### src/rtl/ee457_pipe_pkg.sv
// ee457_pipe_pkg
//   Shared types and helpers for the ee457_param_pipe constant-arithmetic
//   pipeline.
//   - pipe_slot_t : one EX/WB stage slot (valid, mask, ra, data, d, f).
//                   Field widths are sized for the largest supported
//                   configuration. Unused upper bits are held at zero.
//   - MASK_MOV    : mask value that selects no stage adds (plain move).
//   - need_stage  : lowest set mask bit, or nex for a move.
//   - last_stage  : highest set mask bit, or -1 for a move.
package ee457_pipe_pkg;

  localparam int PIPE_DW_MAX  = 32;
  localparam int PIPE_RW_MAX  = 8;
  localparam int PIPE_NEX_MAX = 8;
  // Wide enough to hold distances and stage indices 0..PIPE_NEX_MAX.
  localparam int PIPE_DIST_W  = 4;

  localparam logic [PIPE_NEX_MAX-1:0] MASK_MOV = '0;

  typedef struct packed {
    logic                    valid;
    logic [PIPE_NEX_MAX-1:0] mask;
    logic [PIPE_RW_MAX-1:0]  ra;
    logic [PIPE_DW_MAX-1:0]  data;
    logic [PIPE_DIST_W-1:0]  d;
    logic [PIPE_DIST_W-1:0]  f;
  } pipe_slot_t;

  function automatic int need_stage(input logic [PIPE_NEX_MAX-1:0] mask,
                                    input int nex);
    need_stage = nex;
    for (int k = PIPE_NEX_MAX - 1; k >= 0; k--) begin
      if (k < nex && mask[k]) need_stage = k;
    end
  endfunction

  function automatic int last_stage(input logic [PIPE_NEX_MAX-1:0] mask,
                                    input int nex);
    last_stage = -1;
    for (int k = 0; k < PIPE_NEX_MAX; k++) begin
      if (k < nex && mask[k]) last_stage = k;
    end
  endfunction

endpackage

### src/rtl/ee457_regfile_byp.sv
// ee457_regfile_byp
//   2^RW x DW register file with synchronous active-low clear.
//   Ports:
//     i_clk, i_rst_b            : clock, synchronous active-low reset
//     i_wr_en/addr/data         : write port (from the WB stage)
//     i_rd_addr -> o_rd_data    : ID read, bypassed from a same-cycle write
//     i_dbg_addr -> o_dbg_data  : debug read of stored contents, no bypass
module ee457_regfile_byp #(
  parameter int DW = 16,
  parameter int RW = 4
) (
  input  logic          i_clk,
  input  logic          i_rst_b,
  input  logic          i_wr_en,
  input  logic [RW-1:0] i_wr_addr,
  input  logic [DW-1:0] i_wr_data,
  input  logic [RW-1:0] i_rd_addr,
  output logic [DW-1:0] o_rd_data,
  input  logic [RW-1:0] i_dbg_addr,
  output logic [DW-1:0] o_dbg_data
);

  logic [DW-1:0] r_mem [1<<RW];

  always_ff @(posedge i_clk) begin
    if (!i_rst_b) begin
      for (int i = 0; i < (1 << RW); i++) r_mem[i] <= '0;
    end else if (i_wr_en) begin
      r_mem[i_wr_addr] <= i_wr_data;
    end
  end

  assign o_rd_data  = (i_wr_en && (i_wr_addr == i_rd_addr)) ? i_wr_data : r_mem[i_rd_addr];
  assign o_dbg_data = r_mem[i_dbg_addr];

endmodule

### src/rtl/ee457_param_pipe.sv
// ee457_param_pipe
//   In-order pipeline: ID, NEX execute stages, WB. Each instruction reads
//   in_xa, optionally adds STAGE_K slice k at EX stage k (in_mask bit k),
//   and writes in_ra. Full forwarding with youngest-producer priority and
//   an ID-only stall.
//   Ports:
//     CLK, RSTB                    : clock, synchronous active-low reset
//     in_valid/in_ready            : instruction stream handshake
//     in_mask, in_xa, in_ra        : instruction fields
//     stall                        : ID holding a valid instruction
//     wb_valid, wb_ra, wb_data     : retiring write
//     dbg_a -> dbg_d               : debug register read
module ee457_param_pipe
  import ee457_pipe_pkg::*;
#(
  parameter int              DW      = 16,
  parameter int              RW      = 4,
  parameter int              NEX     = 2,
  parameter logic [NEX*DW-1:0] STAGE_K = {16'd4, 16'hFFFD}
) (
  input  logic           CLK,
  input  logic           RSTB,
  input  logic           in_valid,
  output logic           in_ready,
  input  logic [NEX-1:0] in_mask,
  input  logic [RW-1:0]  in_xa,
  input  logic [RW-1:0]  in_ra,
  output logic           stall,
  output logic           wb_valid,
  output logic [RW-1:0]  wb_ra,
  output logic [DW-1:0]  wb_data,
  input  logic [RW-1:0]  dbg_a,
  output logic [DW-1:0]  dbg_d
);

  localparam logic [PIPE_DW_MAX-1:0] DMASK = {PIPE_DW_MAX{1'b1}} >> (PIPE_DW_MAX - DW);

  logic                    r_id_valid;
  logic [PIPE_NEX_MAX-1:0] r_id_mask;
  logic [RW-1:0]           r_id_xa;
  logic [RW-1:0]           r_id_ra;
  pipe_slot_t              r_ex [NEX];
  pipe_slot_t              r_wb;

  logic [PIPE_NEX_MAX-1:0] w_in_mask_ext;
  logic [PIPE_RW_MAX-1:0]  w_xa_ext;
  logic [DW-1:0]           w_rd_data;
  logic                    w_hit;
  int                      w_d;
  int                      w_f;
  int                      w_c;
  int                      w_l;
  logic                    w_stall;
  pipe_slot_t              w_id_slot;
  pipe_slot_t              w_next [NEX];
  logic [PIPE_DW_MAX-1:0]  w_eff [NEX+1];
  logic [PIPE_DW_MAX-1:0]  w_kadd;
  logic                    w_unused_wb;

  always_comb begin
    w_in_mask_ext = MASK_MOV;
    w_in_mask_ext[NEX-1:0] = in_mask;
  end

  // Hazard check: scan oldest to youngest so the youngest match wins.
  always_comb begin
    w_xa_ext = '0;
    w_xa_ext[RW-1:0] = r_id_xa;
    w_hit = 1'b0;
    w_d   = 0;
    w_l   = -1;
    for (int j = NEX - 1; j >= 0; j--) begin
      if (r_ex[j].valid && (r_ex[j].ra == w_xa_ext)) begin
        w_hit = 1'b1;
        w_d   = j + 1;
        w_l   = last_stage(r_ex[j].mask, NEX);
      end
    end
    w_c = need_stage(r_id_mask, NEX);
    w_f = (w_c < (NEX - w_d)) ? w_c : (NEX - w_d);
    w_stall = r_id_valid && w_hit && (w_l >= (w_f + w_d));
  end

  always_comb begin
    w_id_slot = '0;
    if (!w_stall) begin
      w_id_slot.valid = r_id_valid;
      w_id_slot.mask  = r_id_mask;
      w_id_slot.ra[RW-1:0]   = r_id_ra;
      w_id_slot.data[DW-1:0] = w_rd_data;
      if (w_hit) begin
        w_id_slot.d = PIPE_DIST_W'(w_d);
        w_id_slot.f = PIPE_DIST_W'(w_f);
      end
    end
  end

  // Stage datapath, evaluated from WB back to EX0. w_eff[s] is stage s's
  // operand after its own forward but before its add; a consumer picks up
  // w_eff of its producer so a move that is itself forwarding in the same
  // cycle still hands on the resolved value.
  always_comb begin
    w_eff[NEX] = r_wb.data;
    w_kadd = '0;
    for (int k = NEX - 1; k >= 0; k--) begin
      w_eff[k] = r_ex[k].data;
      if (r_ex[k].valid && (r_ex[k].d != '0) && (int'(r_ex[k].f) == k)) begin
        for (int s = 1; s <= NEX; s++) begin
          if ((s > k) && ((s - k) == int'(r_ex[k].d))) w_eff[k] = w_eff[s];
        end
      end
      w_kadd = '0;
      w_kadd[DW-1:0] = STAGE_K[k*DW +: DW];
      w_next[k] = r_ex[k];
      w_next[k].data = r_ex[k].mask[k] ? ((w_eff[k] + w_kadd) & DMASK) : w_eff[k];
    end
  end

  always_ff @(posedge CLK) begin
    if (!RSTB) begin
      r_id_valid <= 1'b0;
      r_id_mask  <= MASK_MOV;
      r_id_xa    <= '0;
      r_id_ra    <= '0;
      for (int k = 0; k < NEX; k++) r_ex[k] <= '0;
      r_wb <= '0;
    end else begin
      if (!w_stall) begin
        r_id_valid <= in_valid;
        r_id_mask  <= w_in_mask_ext;
        r_id_xa    <= in_xa;
        r_id_ra    <= in_ra;
      end
      r_ex[0] <= w_id_slot;
      for (int k = 1; k < NEX; k++) r_ex[k] <= w_next[k-1];
      r_wb <= w_next[NEX-1];
    end
  end

  ee457_regfile_byp #(
    .DW(DW),
    .RW(RW)
  ) u_regfile (
    .i_clk      (CLK),
    .i_rst_b    (RSTB),
    .i_wr_en    (r_wb.valid),
    .i_wr_addr  (r_wb.ra[RW-1:0]),
    .i_wr_data  (r_wb.data[DW-1:0]),
    .i_rd_addr  (r_id_xa),
    .o_rd_data  (w_rd_data),
    .i_dbg_addr (dbg_a),
    .o_dbg_data (dbg_d)
  );

  assign in_ready = ~w_stall;
  assign stall    = w_stall;
  assign wb_valid = r_wb.valid;
  assign wb_ra    = r_wb.ra[RW-1:0];
  assign wb_data  = r_wb.data[DW-1:0];

  // WB slot bookkeeping fields have no consumer past this point.
  assign w_unused_wb = ^{r_wb.ra, r_wb.mask, r_wb.d, r_wb.f};

endmodule

### config.mk
export PLATFORM = sky130hd
export DESIGN_NAME = ee457_param_pipe
export DESIGN_NICKNAME = d
export VERILOG_FILES = /design/src/rtl/ee457_pipe_pkg.sv /design/src/rtl/ee457_regfile_byp.sv /design/src/rtl/ee457_param_pipe.sv
export SDC_FILE = /design/constraint.sdc
export NUM_CORES = 1
export LEC_CHECK = 0
export CELL_PAD_IN_SITES_DETAIL_PLACEMENT = 1
export CELL_PAD_IN_SITES_GLOBAL_PLACEMENT = 1
export CORE_MARGIN = 2
export CORE_UTILIZATION = 49
export CTS_BUF_LIST = sky130_fd_sc_hd__clkbuf_4
export DETAILED_ROUTE_END_ITERATION = 6
export PLACE_DENSITY = 0.76
export SLEW_MARGIN = 30
export SYNTH_ARGS = -nofsm -noshare
export SYNTH_HDL_FRONTEND = slang
export SYNTH_HIERARCHICAL = 1
export SYNTH_SLANG_ARGS = --single-unit
export TNS_END_PERCENT = 10
### constraint.sdc
create_clock -name CLK -period 3.6 [get_ports CLK]
set_input_delay 0.54 -clock CLK [delete_from_list [all_inputs] [get_ports CLK]]
set_output_delay 0.54 -clock CLK [all_outputs]
set_load 0.05 [all_outputs]
==> flow_summary_export.csv <==
group,metric,value,unit
setup_path,worstPathRequired,3.06,ns
die,dieArea,0.0386,mm^2
die,die_w,196,um
die,num_io_pins,56,
synthesis,yosysMostFrequentCell,"and2_1",
synthesis,syn_inst,1317,
run_status,violations,"negative setup slack",
grt,grt_remaining_overflow,0,
setup_path,worstPathMaxFanout,4,
synthesis,synth.largest_area_cell,"edfxtp_1",
clocking,ctsHtreeMaxLevel,3,
sta,finalCritPeriodShare,1.26,
synthesis,cell_variety_after_synth,72,
placement,post-place-ws,-0.218,ns
placement,place.port_buffers,55,
setup_path,max_stage_delay,0.40,ns
routing,detail_route.vias_per_cell,6.24,
worst_hold_path,hold_class,"primary input to register",
layout,flow.area_growth_from_synthesis,14.2,%
die,chipHeight,196,um
clocking,max-clock-path-buffers,3,
placement,half_perimeter_wire_length_after_placement,33.5,mm
placement,dpl.cell_count,1793,
sta,max_freq,220,MHz
die,row_count,70,
setup_path,critical_path.cell_chain,"xor2_2 -> nor3_2 -> nand3_2 -> inv_2 -> or2_4 -> ha_4 -> nor2_4 -> o22a_1 -> ha_2 -> xnor2_2 -> ha_1 -> nand4_1 -> o31ai_2 -> o2111a_2 -> buf_6 -> clkinvlp_4 -> buf_8",
clocking,clock_tree_from_tritoncts,"done",
placement,place_congestion,0.821,
run_status,outcome,"finished, violations left",
sta,slew_violations,0,
sta,final-hold-violation-count,0,
die,starting_utilization_of_the_core_area,0.497,
layout,nets,1461,
grt,grt_start_max_net_pins,66,
setup_path,cp-end-kind,"output pin",
setup_path,critPathSlowestCell,"dfxtp_4",
layout,finished_layout_cells,1979,
routing,detailroute.via_count,12400,
synthesis,post-synth-top-area-fraction,0.424,
layout,final.fill_count,3586,
synthesis,yosysWarningCount,6,
sta,setup_repair_after_global_routing_missed_its_margin,"true",
setup_path,arrival,4.01,ns
routing,detailedRoute.firstPassIterationCount,5,
sta,postLayoutSetupSlackWorst,-0.953,ns
setup_path,timing.critical_path.from_type,"register",
sta,worst-slew-pin-transition,0.909,ns
synthesis,synth_sequential_area_ratio,0.521,
sta,maxSlewHeadroom,0.394,
sta,setup_viol,27,
synthesis,syn-mean-instance-area,13.8,um^2
synthesis,synth_commonest_cells,"and2_1, edfxtp_1, mux4_2, dfxtp_1, mux2i_1",
grt,vias_in_the_first_global_route,13300,
routing,drc_markers,0,
layout,layout-drive-gt1-share,0.312,
power,static-leakage-power,7.74,nW
synthesis,synth.cell_area,0.0181,mm^2
synthesis,synth-main-ff-cell,"edfxtp_1",
synthesis,netlist_top_cells_area,"edfxtp_1, mux4_2, and2_1",
sta,period_needed,4.55,ns
clocking,root_buffer,"clkbuf_4",
grt,antenna_violations_before_repair,1,
run,max_capacitance_violation_count,0,
setup_path,critical-path-top-delay-family,"adder cells",
synthesis,number_of_flops_mapped_to_enable_cells_by_yosys,256,
synthesis,ys_ff_latch,344,
power,power.density_cell_area,451,mW/mm^2
grt,grt_first_pass_wirelength,84.1,mm
clocking,cts_made_buffers,95,
routing,drt_first_iter_violations,1162,
setup_path,critical_path_class,"register to output pin",
clocking,clock_sinks,344,
grt,groute.usage.overall,0.302,
power,max-vdd-ir-drop,0.244,mV
setup_path,buffers_and_inverters_on_the_worst_path,4,
sta,final.setup_skew,0.0657,ns
clocking,worst_skew_pair.late_latency,0.80,ns
routing,detail-route-antenna-nets,0,
clocking,clock_transition_at_the_registers_of_the_reported_paths,0.08,ns
layout,post-route-util,0.567,
routing,detail_route.wl_per_cell,28.6,um
routing,detail_route.wirelength,56.6,mm
die,core_area,0.0365,mm^2
synthesis,synth_async_sr_flop_share,0,
report_power, final:
part / leakage (nW) / switching (mW) / internal [mW]
combinational: 3.62 / 0.614 / 0.472
sequential: 3.37 / 0.137 / 4.40
clock: 0.756 / 1.73 / 1.99
cell families (layout without fill, tap and decap cells):
logic type / after synthesis / after routing / synth area share
fa+ha+maj: 12 / 12 / 0.00828
other cells: 2 / 8 / 0.000414
xor+xnor: 32 / 32 / 0.0154
buf+inv: 129 / 317 / 0.0368
mux: 228 / 228 / 0.227
compound gates: 90 / 90 / 0.0340
flops: 344 / 344 / 0.521
simple gates: 480 / 480 / 0.157
registers in the layout, summed over array words and instances (netlist names):
name             flops
r_id_xa              4
wb_ra                4
r_id_ra              4
r_ex                56
r_id_mask            2
wb_valid             1
u_regfile/r_mem    256
r_id_valid           1
wb_data             16
path summary, 6_finish.rpt:
check / startpoint / end / slack [ns] / cells past startpoint
worst max register to register: r_id_xa[2] / r_ex[0][14] / -0.16 / 20
worst min register to register: r_id_ra[1] / r_ex[0][41] / 0.48 / 1
worst min-delay path: in_ra[0] / r_id_ra[0] / 0.34 / 3
worst max-delay path: r_id_xa[2] / in_ready / -0.95 / 17
metrics by stage:
step                      TNS, ns  hold WS [ns]  area, um^2  total power [mW]
after detailed placement   -0.502         0.458       19200              5.66
after CTS                   -1.86         0.268       20700              9.40
after global routing        -9.42         0.310       20700              9.69
final                       -4.98         0.335       20700              9.35
after global placement          0         0.445       19200              5.62
after floorplan           -0.0889         0.429       18200              5.30
layout make-up:
class | instances | area (um^2) | area share
repair buffers | 129 | 1130 | 0.0545
flip-flops and latches | 344 | 9460 | 0.457
clock buffers | 139 | 1040 | 0.0504
diodes | 2 | 5.00 | 0.000242
well taps | 468 | 586 | 0.0283
multi-input cells | 848 | 8210 | 0.396
inverters | 14 | 56.3 | 0.00272
clock inverters | 35 | 225 | 0.0109
routing by layer:
layer / share of wire / global-route usage / wire [um]
met1: 0.40 / 0.395 / 22600
met3: 0.085 / 0.0659 / 4810
met2: 0.49 / 0.492 / 27500
met5: 0 / 0 / 0
met4: 0.030 / 0.123 / 1690
placed cells by master (no fill, tap or decap), types with 13 or more instances in the layout:
master | Yosys | routed
a21oi_1 | 14 | 14
clkbuf_4 | 0 | 139
buf_4 | 18 | 82
edfxtp_1 | 256 | 256
xnor2_1 | 14 | 13
clkdlybuf4s50_1 | 0 | 34
dfxtp_1 | 88 | 83
clkinv_1 | 1 | 23
o21ai_0 | 24 | 14
nor2_1 | 54 | 52
mux4_2 | 144 | 144
mux2_2 | 22 | 22
nand3_1 | 21 | 20
and2_1 | 300 | 300
nand2_1 | 34 | 34
mux2i_1 | 61 | 61
worst register-to-register path: stages (launching register included):
cell      delay [ns]
dfxtp_4         0.40
xor2_2          0.16
nor3_2          0.07
nand3_2         0.10
inv_2           0.05
or2_4           0.26
ha_4            0.29
nor2_4          0.03
o22a_1          0.21
ha_2            0.19
xnor2_2         0.14
ha_1            0.33
a21oi_1         0.16
a311oi_1        0.11
o2111a_2        0.31
buf_6           0.13
buf_4           0.12
buf_6           0.12
nor2_4          0.16
buf_4           0.20
and2_1          0.13
repair_timing:
action / CTS / global route
gates resized for setup: 28 / 3
hold buffers: 0 / 0
pin swaps: 15 / 8
endpoints found under the setup margin: 30 / 37
buffers inserted: 5 / 4
gates cloned: 1 / 0
Power figures use the tool's default switching activity.
